`src/rtl/voice_scheduler_if.sv`:
```
// Shared sample-BRAM read port and mixed-sample output of the voice scheduler.
interface voice_scheduler_if #(
  parameter int NOTE_WIDTH   = 4,
  parameter int ADDR_WIDTH   = 13,
  parameter int SAMPLE_WIDTH = 16,
  parameter int MIX_WIDTH    = 18
);
  logic [NOTE_WIDTH+ADDR_WIDTH-1:0] rd_addr_out;
  logic [SAMPLE_WIDTH-1:0]          rd_data_in;
  logic [MIX_WIDTH-1:0]             mix_out;
  logic                             mix_valid_out;

  modport master (output rd_addr_out, mix_out, mix_valid_out, input rd_data_in);
  modport slave  (input rd_addr_out, mix_out, mix_valid_out, output rd_data_in);
endinterface

```
`src/rtl/voice_scheduler.sv`:
```
// Polyphonic voice allocator, shared-BRAM read scheduler and mixer, one frame per sample_tick.
// Define VOICE_STEAL_EN to let a press with all voices busy steal a voice round-robin.
//
// state  | meaning
// S_IDLE | waiting for sample_tick
// S_SCAN | one key per cycle: allocate on press, free on release
// S_READ | one voice per cycle drives the BRAM address
// S_WAIT | drain the BRAM latency into the accumulator
// S_DONE | mix_out holds the frame sum, mix_valid_out pulses
module voice_scheduler #(
  parameter int NUM_KEYS     = 12,
  parameter int NUM_VOICES   = 4,
  parameter int NOTE_WIDTH   = 4,
  parameter int ADDR_WIDTH   = 13,
  parameter int SAMPLE_WIDTH = 16,
  parameter int BRAM_LATENCY = 2
) (
  input  logic                  clk_in,
  input  logic                  rst_in,
  input  logic [NUM_KEYS-1:0]   touch_status_in,
  input  logic                  sample_tick,
  voice_scheduler_if.master     bus,
  output logic [NUM_VOICES-1:0] voice_active_out,
  output logic                  busy_out
);
  localparam int MIX_W = SAMPLE_WIDTH + $clog2(NUM_VOICES);
  localparam int CW    = $clog2(NUM_KEYS + NUM_VOICES + BRAM_LATENCY);
  localparam int KIW   = $clog2(NUM_KEYS);
  localparam int VIW   = $clog2(NUM_VOICES);

  typedef enum logic [2:0] {S_IDLE, S_SCAN, S_READ, S_WAIT, S_DONE} state_t;

  state_t                  state, state_nx;
  logic [CW-1:0]           cnt, cnt_nx;
  logic [NUM_KEYS-1:0]     snap, prev;
  logic [NUM_VOICES-1:0]   active;
  logic [NOTE_WIDTH-1:0]   note  [NUM_VOICES];
  logic [ADDR_WIDTH-1:0]   phase [NUM_VOICES];
  logic [BRAM_LATENCY-1:0] tag;
  logic [MIX_W-1:0]        acc, acc_nx, mix;
  logic [KIW-1:0]          key_idx;
  logic [VIW-1:0]          rv, free_idx;
  logic                    free_found, read_hit, key_rise, key_fall;
`ifdef VOICE_STEAL_EN
  logic [VIW-1:0]          steal_ptr;
`endif

  always_ff @(posedge clk_in) begin
    if (rst_in) begin
      state <= S_IDLE;
      cnt   <= '0;
    end else begin
      state <= state_nx;
      cnt   <= cnt_nx;
    end
  end

  // Down-counter per phase; each phase ends on terminal count zero.
  always_comb begin
    state_nx = state;
    cnt_nx   = cnt - CW'(1);
    case (state)
      S_IDLE: begin
        cnt_nx = cnt;
        if (sample_tick) begin
          state_nx = S_SCAN;
          cnt_nx   = CW'(NUM_KEYS - 1);
        end
      end
      S_SCAN: if (cnt == '0) begin
        state_nx = S_READ;
        cnt_nx   = CW'(NUM_VOICES - 1);
      end
      S_READ: if (cnt == '0) begin
        state_nx = S_WAIT;
        cnt_nx   = CW'(BRAM_LATENCY - 1);
      end
      S_WAIT: if (cnt == '0) begin
        state_nx = S_DONE;
        cnt_nx   = '0;
      end
      S_DONE: begin
        state_nx = S_IDLE;
        cnt_nx   = '0;
      end
      default: begin
        state_nx = S_IDLE;
        cnt_nx   = '0;
      end
    endcase
  end

  always_comb begin
    free_found = 1'b0;
    free_idx   = '0;
    for (int v = NUM_VOICES - 1; v >= 0; v--) begin
      if (!active[v]) begin
        free_found = 1'b1;
        free_idx   = VIW'(v);
      end
    end
  end

  assign key_idx  = KIW'(CW'(NUM_KEYS - 1) - cnt);
  assign rv       = VIW'(CW'(NUM_VOICES - 1) - cnt);
  assign key_rise = snap[key_idx] & ~prev[key_idx];
  assign key_fall = ~snap[key_idx] & prev[key_idx];
  assign read_hit = (state == S_READ) && active[rv];
  assign acc_nx   = acc + (tag[BRAM_LATENCY-1] ?
                    {{(MIX_W-SAMPLE_WIDTH){bus.rd_data_in[SAMPLE_WIDTH-1]}}, bus.rd_data_in} :
                    MIX_W'(0));

  assign bus.rd_addr_out   = read_hit ? {note[rv], phase[rv]} : '0;
  assign bus.mix_out       = mix;
  assign bus.mix_valid_out = (state == S_DONE);
  assign voice_active_out  = active;
  assign busy_out          = (state != S_IDLE);

  always_ff @(posedge clk_in) begin
    if (rst_in) begin
      snap   <= '0;
      prev   <= '0;
      active <= '0;
      tag    <= '0;
      acc    <= '0;
      mix    <= '0;
      for (int v = 0; v < NUM_VOICES; v++) begin
        note[v]  <= '0;
        phase[v] <= '0;
      end
`ifdef VOICE_STEAL_EN
      steal_ptr <= '0;
`endif
    end else begin
      tag <= (tag << 1) | BRAM_LATENCY'(read_hit);
      acc <= acc_nx;
      case (state)
        S_IDLE: if (sample_tick) begin
          snap <= touch_status_in;
          acc  <= '0;
        end
        S_SCAN: begin
          prev[key_idx] <= snap[key_idx];
          if (key_rise) begin
            if (free_found) begin
              active[free_idx] <= 1'b1;
              note[free_idx]   <= NOTE_WIDTH'(key_idx);
              phase[free_idx]  <= '0;
            end
`ifdef VOICE_STEAL_EN
            else begin
              note[steal_ptr]  <= NOTE_WIDTH'(key_idx);
              phase[steal_ptr] <= '0;
              steal_ptr <= (steal_ptr == VIW'(NUM_VOICES - 1)) ? '0 : steal_ptr + VIW'(1);
            end
`endif
          end
          if (key_fall) begin
            for (int v = 0; v < NUM_VOICES; v++) begin
              if (active[v] && note[v] == NOTE_WIDTH'(key_idx)) active[v] <= 1'b0;
            end
          end
        end
        S_READ: if (read_hit) phase[rv] <= phase[rv] + ADDR_WIDTH'(1);
        S_WAIT: if (cnt == '0) mix <= acc_nx;
        default: ;
      endcase
    end
  end
endmodule
```
`src/flat_wrapper.sv`:
```
// flat-port wrapper written by rule: the top's interface ports become plain ports
module voice_scheduler_flat 
#(
  parameter int NUM_KEYS     = 12,
  parameter int NUM_VOICES   = 4,
  parameter int NOTE_WIDTH   = 4,
  parameter int ADDR_WIDTH   = 13,
  parameter int SAMPLE_WIDTH = 16,
  parameter int BRAM_LATENCY = 2
)
  (clk_in, rst_in, touch_status_in, sample_tick, voice_active_out, busy_out, bus_rd_addr_out, bus_mix_out, bus_mix_valid_out, bus_rd_data_in);
  voice_scheduler_if #(.NOTE_WIDTH(NOTE_WIDTH), .ADDR_WIDTH(ADDR_WIDTH), .SAMPLE_WIDTH(SAMPLE_WIDTH)) bus_i ();
  input  logic clk_in;
  input  logic rst_in;
  input  logic [NUM_KEYS-1:0] touch_status_in;
  input  logic sample_tick;
  output logic [NUM_VOICES-1:0] voice_active_out;
  output logic busy_out;
  output wire logic [$bits(bus_i.rd_addr_out)-1:0] bus_rd_addr_out;
  output wire logic [$bits(bus_i.mix_out)-1:0] bus_mix_out;
  output wire logic [$bits(bus_i.mix_valid_out)-1:0] bus_mix_valid_out;
  input wire logic [$bits(bus_i.rd_data_in)-1:0] bus_rd_data_in;
  assign bus_rd_addr_out = bus_i.rd_addr_out;
  assign bus_mix_out = bus_i.mix_out;
  assign bus_mix_valid_out = bus_i.mix_valid_out;
  assign bus_i.rd_data_in = bus_rd_data_in;
  voice_scheduler #(.NUM_KEYS(NUM_KEYS), .NUM_VOICES(NUM_VOICES), .NOTE_WIDTH(NOTE_WIDTH), .ADDR_WIDTH(ADDR_WIDTH), .SAMPLE_WIDTH(SAMPLE_WIDTH), .BRAM_LATENCY(BRAM_LATENCY)) u_core (.clk_in(clk_in), .rst_in(rst_in), .touch_status_in(touch_status_in), .sample_tick(sample_tick), .bus(bus_i), .voice_active_out(voice_active_out), .busy_out(busy_out));
endmodule
```
`config.mk`:
```
export PLATFORM = sky130hd
export DESIGN_NAME = voice_scheduler_flat
export DESIGN_NICKNAME = d
export VERILOG_FILES = /design/src/rtl/voice_scheduler_if.sv /design/src/rtl/voice_scheduler.sv /design/src/flat_wrapper.sv
export SDC_FILE = /design/constraint.sdc
export NUM_CORES = 1
export LEC_CHECK = 0
export CORE_ASPECT_RATIO = 0.9
export CORE_MARGIN = 1.5
export CORE_UTILIZATION = 52
export DETAILED_ROUTE_END_ITERATION = 10
export HOLD_SLACK_MARGIN = 0.1
export PLACE_DENSITY = 0.77
export SLEW_MARGIN = 20
export SYNTH_ARGS = -nofsm -noshare
export SYNTH_HDL_FRONTEND = slang
export SYNTH_SLANG_ARGS = --single-unit
```
`constraint.sdc`:
```
create_clock -name clk_in -period 3.1 [get_ports clk_in]
set_input_delay 0.62 -clock clk_in [delete_from_list [all_inputs] [get_ports clk_in]]
set_output_delay 0.62 -clock clk_in [all_outputs]
set_load 0.01 [all_outputs]
```
==> impl_metrics.py, run 1 <==
metrics = {
    "route": {
        "drt-total-wl_mm": 17.60,
        "dr.pass1.iters": 5,
        "viasPerCell": 5.770,
        "vias": 5810,
        "wire_per_inst_microns": 17.47,
        "route.detailed.drc": 0,
        "drtIter0Drc": 358,
        "ant_nets": 0,
    },
    "sta": {
        "tns_ps": 0,
        "rsz0062_at_grt": "no",
        "drv_slew": 0,
        "setup_ws_ps": 166.9,
        "finalCriticalPeriod_ps": 2933,
        "max-slew-margin-rel_pct": 48.87,
        "hold_ws_ps": 450.3,
        "worst_slew_pin_slew_ps": 764.1,
        "fin_skew_ps": 9.715,
        "period_share_pct": 94.62,
        "setup_viol": 0,
        "hold_viol_final": 0,
        "clock.fmax_mhz": 340.9,
    },
    "synthesis": {
        "synth_fp_nets": 767,
        "yosys-top-cells-area": "edfxtp_1 28%, dfxtp_1 20%, mux4_2 5.8%, ha_1 4.6%, nor2_1 4.5%",
        "synth-seq-cells": 142,
        "synthCells": 708,
        "synth_ff_type": "dfxtp_1",
        "seq_area_frac_synth_pct": 47.92,
        "synthArstFlopShare_pct": 0,
        "syn_avg_cell_area_sq_um": 10.39,
        "netlist.area_leader.share_pct": 27.77,
        "yosysUniqueCellTypes": 63,
        "syn-cell-area_sq_um": 7353,
        "yosysWarnings": 0,
        "yosys.area.top_type": "edfxtp_1",
        "synth_edf_count": 68,
    },
    "cts": {
        "htree_levels": 4,
        "cts-root-buf": "clkbuf_16",
        "clock_path_buffers": 2,
        "cts_made_buffers": 17,
        "cts_tree": "yes",
        "insertion_delay_ps": 420,
        "clock_sinks": 142,
        "hold_buffers": 0,
        "clkTransAtPathRegs_ps": 60,
    },
    "floorplan": {
        "die_x_microns": 128.4,
        "core_region_area_sq_um": 13900,
        "start_util_pct": 52.89,
        "ios": 72,
        "die_h_microns": 115.8,
        "std_cell_rows": 41,
        "dieArea_sq_um": 14860,
    },
    "worst_setup_path": {
        "required_ps": 3410,
        "startpoint_type": "input port",
        "cp_max_fo": 4,
        "timing.rr.start": "u_core.cnt[3]",
        "rrSetupSlack_ps": 210,
        "reg2reg_to": "u_core.phase[2][4]",
        "r2r_cells": 9,
        "critPathKind": "in2reg",
        "cp.arrival_ps": 3250,
        "setup.worst_path.end_class": "register",
    },
    "place": {
        "place.gp.congestion": 0.8898,
        "place_inst": 974,
        "dpl.hpwl_mm": 11.81,
        "place.port_buffers": 71,
        "place_ws_ps": -185.0,
    },
    "final_layout": {
        "final_nets": 860,
        "antennaDiodeCount": 0,
        "multi_input_area_sq_um": 3518,
        "fillers": 1052,
        "syn_to_final_growth_pct": 22.61,
        "stdcell_count": 1007,
        "layout-drive-gt1-share_pct": 13.88,
        "area.sequential_sq_um": 3531,
    },
    "run": {
        "cap_violations": 0,
    },
    "global_routing": {
        "antenna_found_initial": 0,
        "grt.total_usage_pct": 24.59,
        "grt_max_degree": 32,
        "grt_overflow": 0,
        "grt_pass1_vias": 5758,
        "grt_pass1_wl_mm": 28.09,
    },
    "hold_path": {
        "hold_path.class": "reg2reg",
        "hold_depth": 1,
        "hold-path-endpoint": "u_core.tag[1]",
        "min_from": "u_core.tag[0]",
    },
    "power": {
        "irDropWorstVdd_v": 0.0004044,
        "p_per_area_nw_per_um2": 561.0,
        "fin_total_pwr_w": 0.005058,
        "p_leak_nw": 3.834,
    },
    "run_status": {
        "status": "complete, no violations",
    },
}
synth_stat cells, types with 2 or more instances:
cell       n
or3_1      4
clkbuf_2   3
o21ai_0   15
nor2b_1   18
or2_2      5
o31ai_1    3
o211ai_1   3
dfxtp_1   74
nand3_1    9
nor3_1     9
nand2b_1   3
mux4_1     5
and3_1    15
and4_1     3
a21o_1     9
a311oi_1  16
a221oi_1   4
and2_1    22
buf_6      9
o21a_1     4
buf_4      2
clkbuf_8   2
inv_1     22
a21oi_1   45
clkbuf_1  21
a31oi_1    6
nand4_1    6
ha_1      27
edfxtp_1  68
xor2_1    15
buf_1      3
xnor2_1   29
mux4_2    19
nand2_1   81
nor4_1     9
a211oi_1   4
nor2_1    89
buf_2      2
per-layer routing:
metal	share of wire, %	global-route usage [%]	vias to the layer above
met4	1.8	9.288	0
li1	-	-	2729
met3	6.0	5.725	27
met1	41	29.03	2835
met5	0	0	-
met2	51	43.94	219
through the flow:
step                      utilization (%)  cell area (sq um)
after global routing                64.85               9016
after floorplan                         -               7358
final                               64.85               9016
after CTS                           64.37               8949
after detailed placement            60.30               8383
after global placement              60.30               8383
flip-flops by register name, summed over array words and instances, names as in the netlist:
name / flops
u_core.snap: 12
u_core.tag: 2
u_core.state: 3
u_core.prev: 12
u_core.phase: 52
u_core.bus.mix_out: 18
u_core.voice_active_out: 4
u_core.note: 16
u_core.acc: 18
u_core.cnt: 5
worst max-delay path, cell delays in order:
cell             delay (ps)
clkdlybuf4s50_1         400
and2_1                  180
ha_1                    320
a21o_1                  200
and4_1                  210
o211ai_1                210
o21ai_0                 270
a31o_2                  340
and4_1                  200
a311o_1                 300
area by class of cell:
cell class | instances | area share [%]
Sequential cell | 142 | 39.16
Multi-Input combinational cell | 502 | 39.02
Timing Repair Buffer | 115 | 12.05
Clock buffer | 23 | 5.190
Tap cell | 193 | 2.678
Inverter | 23 | 0.9575
Clock inverter | 9 | 0.9437
layout by cell type (no fill, tap or decap), types with 9 or more instances in the layout:
master	count
a21o_1	9
a21oi_1	45
a311oi_1	16
and2_1	22
and3_1	15
buf_4	42
clkbuf_16	17
clkdlybuf4s50_1	53
dfxtp_1	70
dlymetal6s2s_1	17
edfxtp_1	68
ha_1	26
inv_1	22
mux4_2	19
nand2_1	79
nand3_1	9
nor2_1	89
nor2b_1	18
nor4_1	9
o21ai_0	15
xnor2_1	29
xor2_1	15
worst max-delay path by stage:
stage                      startpoint                endpoint  slack (ps)  cells past startpoint
finish              bus_rd_data_in[1]  u_core.bus.mix_out[15]         170                     10
global placement    bus_rd_data_in[1]  u_core.bus.mix_out[15]        -100                     10
detailed placement  bus_rd_data_in[1]  u_core.bus.mix_out[15]        -190                     10
global route        bus_rd_data_in[1]  u_core.bus.mix_out[13]          20                     11
CTS                     u_core.cnt[0]      bus_rd_addr_out[5]          20                      4
floorplan               u_core.cnt[2]      u_core.phase[1][0]          40                     11
repair_timing:
| item | 4_1_cts | 5_1_grt |
|---|---|---|
| setup endpoints to repair | 17 | 48 |
| setup buffers | 0 | 0 |
| gates cloned | 0 | 1 |
| endpoints found under the hold margin | 0 | 0 |
| gates resized for setup | 4 | 24 |
| pin swaps | 0 | 1 |
logic make-up after synthesis:
group                    synth area share, %
AND/OR/NAND/NOR                        18.33
buffers and inverters                  4.696
flip-flops                             47.92
multiplexers                           7.742
adder cells (fa/ha/maj)                4.866
AO/OA/AOI/OAI                          11.21
XOR/XNOR                               5.241
power by group:
group	internal [W]	switching, W	leakage [nW]
clock	0.00115	0.000772	0.268
sequential	0.00207	0.0000758	1.30
combinational	0.000446	0.000548	2.26
total	0.00366	0.00140	3.83
Power figures use the tool's default switching activity.
==> inputs of run 2 (changes only) <==
--- a/config.mk
+++ b/config.mk
@@ -7,10 +7,12 @@
 export LEC_CHECK = 0
 export CORE_ASPECT_RATIO = 0.9
 export CORE_MARGIN = 1.5
-export CORE_UTILIZATION = 52
+export CORE_UTILIZATION = 54
+export CTS_BUF_LIST = sky130_fd_sc_hd__clkbuf_4
 export DETAILED_ROUTE_END_ITERATION = 10
 export HOLD_SLACK_MARGIN = 0.1
-export PLACE_DENSITY = 0.77
+export PLACE_DENSITY = 0.9
+export RECOVER_POWER = 100
 export SLEW_MARGIN = 20
 export SYNTH_ARGS = -nofsm -noshare
 export SYNTH_HDL_FRONTEND = slang
==> run 2 against run 1 <==
  * The run now ends with DRC left
  * Clock-buffer cell count fell by 6
  * Cell count decreased by 2.0%
  * Register-to-register slack worse by 90 ps
  * Routed wire length is 0.98% lower
  * Sequential power barely moved
==> impl_metrics.py, run 2 (same netlist as run 1, synthesis figures left out) <==
metrics = {
    "final_layout": {
        "largest_reg_flops": 52,
        "final_area_sq_um": 8597,
        "syn_to_final_growth_pct": 16.91,
        "final_nets": 864,
        "final_common_cell": "nor2_1",
        "largest_register": "u_core.phase",
        "layout-drive-gt1-share_pct": 13.08,
        "most-common-layout-cells": "89 x nor2_1, 79 x nand2_1, 71 x dfxtp_1, 68 x edfxtp_1, 45 x a21oi_1",
        "fillers": 1006,
    },
    "place": {
        "placed_cell_area_sq_um": 8319,
        "place.gp.congestion": 0.8855,
        "place.port_buffers": 71,
        "dpl.hpwl_mm": 11.73,
        "place_ws_ps": -30.55,
    },
    "sta": {
        "finalCriticalPeriod_ps": 3010,
        "drv_slew": 0,
        "setup_viol": 0,
        "period_share_pct": 97.10,
        "hold_viol_final": 0,
        "clock.fmax_mhz": 332.2,
        "rsz0062_at_grt": "no",
        "worst_slew_pin_slew_ps": 1255,
        "fin_skew_ps": 15.52,
        "max-slew-margin-rel_pct": 16.31,
        "setup_ws_ps": 89.97,
    },
    "run_status": {
        "status": "complete, but fails checks",
        "violations": "DRC",
    },
    "power": {
        "irDropWorstVdd_v": 0.0002828,
        "p_leak_nw": 3.493,
        "p_per_area_nw_per_um2": 497.5,
    },
    "global_routing": {
        "grt_pass1_vias": 5533,
        "grt_max_degree": 39,
        "grt.total_usage_pct": 24.78,
        "antenna_found_initial": 1,
        "grt_overflow": 0,
        "grt_pass1_wl_mm": 27.64,
    },
    "worst_setup_path": {
        "reg2reg_to": "u_core.phase[1][0]",
        "path_depth": 4,
        "startpoint": "u_core.cnt[0]",
        "rrSetupSlack_ps": 120,
        "setup.worst_path.end_class": "primary output",
        "crit_family": "multiplexers",
        "startpoint_type": "register",
        "timing.rr.start": "u_core.cnt[0]",
        "required_ps": 2480,
        "worst_path_max_delay_cell": "mux4_2",
        "critPathBufInv": 2,
        "critPathMaxStageDelay_ps": 630,
        "r2r_cells": 9,
        "cp_max_fo": 18,
        "cp.arrival_ps": 2390,
        "crit_chain": "buf_4 > mux4_2 > nor2b_1 > dlygate4sd2_1",
        "critPathKind": "reg2out",
    },
    "hold_path": {
        "hold_depth": 2,
        "min_from": "rst_in",
        "hold-path-endpoint": "u_core.tag[0]",
        "hold_path.class": "in2reg",
    },
    "route": {
        "dr.pass1.iters": 10,
        "vias": 5848,
        "drtIter0Drc": 543,
        "route.detailed.drc": 1,
        "viasPerCell": 5.925,
        "wire_per_inst_microns": 17.65,
        "drt-total-wl_mm": 17.42,
        "ant_nets": 0,
    },
    "floorplan": {
        "core_region_area_sq_um": 13310,
        "dieArea_sq_um": 14330,
        "die_h_microns": 113.7,
        "ios": 72,
        "std_cell_rows": 40,
        "start_util_pct": 55.23,
        "die_x_microns": 126.0,
    },
    "run": {
        "cap_violations": 0,
    },
    "cts": {
        "cts_made_buffers": 17,
        "cts_tree": "yes",
        "clkTransAtPathRegs_ps": 140,
        "insertion_delay_ps": 570,
        "cts-root-buf": "clkbuf_4",
        "clock_sinks": 142,
        "htree_levels": 4,
        "clock_path_buffers": 2,
    },
}
## run 2: cell types whose count changed in the layout (fill, tap and decap cells not counted), sizes merged, moves of 2 or more
cell           previous run  this run
clkdlybuf4s50            53        31
dlygate4sd3               0        22
buf                      45        28
dlymetal6s2s             17         0
dlygate4sd2               0        16
clkbuf                   23        37
clkinv                    4         8
clkinvlp                  2         4
## run 2: timing repair
action	4_1_cts	5_1_grt
pin swaps	2	0
setup buffers	8	1
resized for setup	25	3
setup endpoints to repair	17	6
hold buffers	0	0
gates cloned	2	0
## run 2: cell type report
cell class                      count  area (sq um)  area share [%]
Multi-Input combinational cell    503          3511           40.84
Clock buffer                       17         127.6           1.484
Inverter                           23         86.33           1.004
Sequential cell                   142          3532           41.09
Clock inverter                     15         141.4           1.645
Timing Repair Buffer              118         985.9           11.47
Antenna cell                        1         2.502         0.02911
Tap cell                          168         210.2           2.445
## run 2: report_power, final
part           switching [W]  internal, W  total [W]
Combinational       0.000567     0.000431   0.000998
Clock               0.000729     0.000407    0.00114
Sequential         0.0000738      0.00207    0.00214
## run 2: stage by stage
step	hold slack [ps]	cells	setup TNS, ps	power, W	utilization, %
floorplan	413.8	708	0	0.002911	-
global placement	426.2	943	0	0.003130	62.49
detailed placement	428.7	943	-81.81	0.003158	62.49
CTS	305.0	985	0	0.004277	64.99
global route	359.1	987	0	0.004448	64.58
finish	366.3	987	0	0.004277	64.58
## run 2: how the worst max path moves through the flow
stage / endpoint / slack [ps]
final: bus_rd_addr_out[11] / 90
after global routing: bus_rd_addr_out[10] / 10
after global placement: u_core.bus.mix_out[15] / 5
after floorplan: u_core.phase[1][0] / 40
after detailed placement: u_core.bus.mix_out[17] / -30
after CTS: bus_rd_addr_out[1] / 20
## run 2: metal layers
layer | track usage, % | wire length, microns | part of all wire [%] | vias to the layer above
met5 | 0 | 0 | 0 | -
met4 | 9.885 | 410 | 2.4 | 0
met3 | 4.925 | 1094 | 6.3 | 46
met2 | 39.19 | 8013 | 46 | 231
met1 | 33.93 | 7905 | 45 | 2820
li1 | - | - | - | 2751
## run 2: worst reg2reg max path: cells and delay by family (launching register included)
kind	cells	cell delay, ps
AND/OR/NAND/NOR	3	370
multiplexers	1	620
flip-flops	1	430
buffers and inverters	2	500
AO/OA/AOI/OAI	3	810
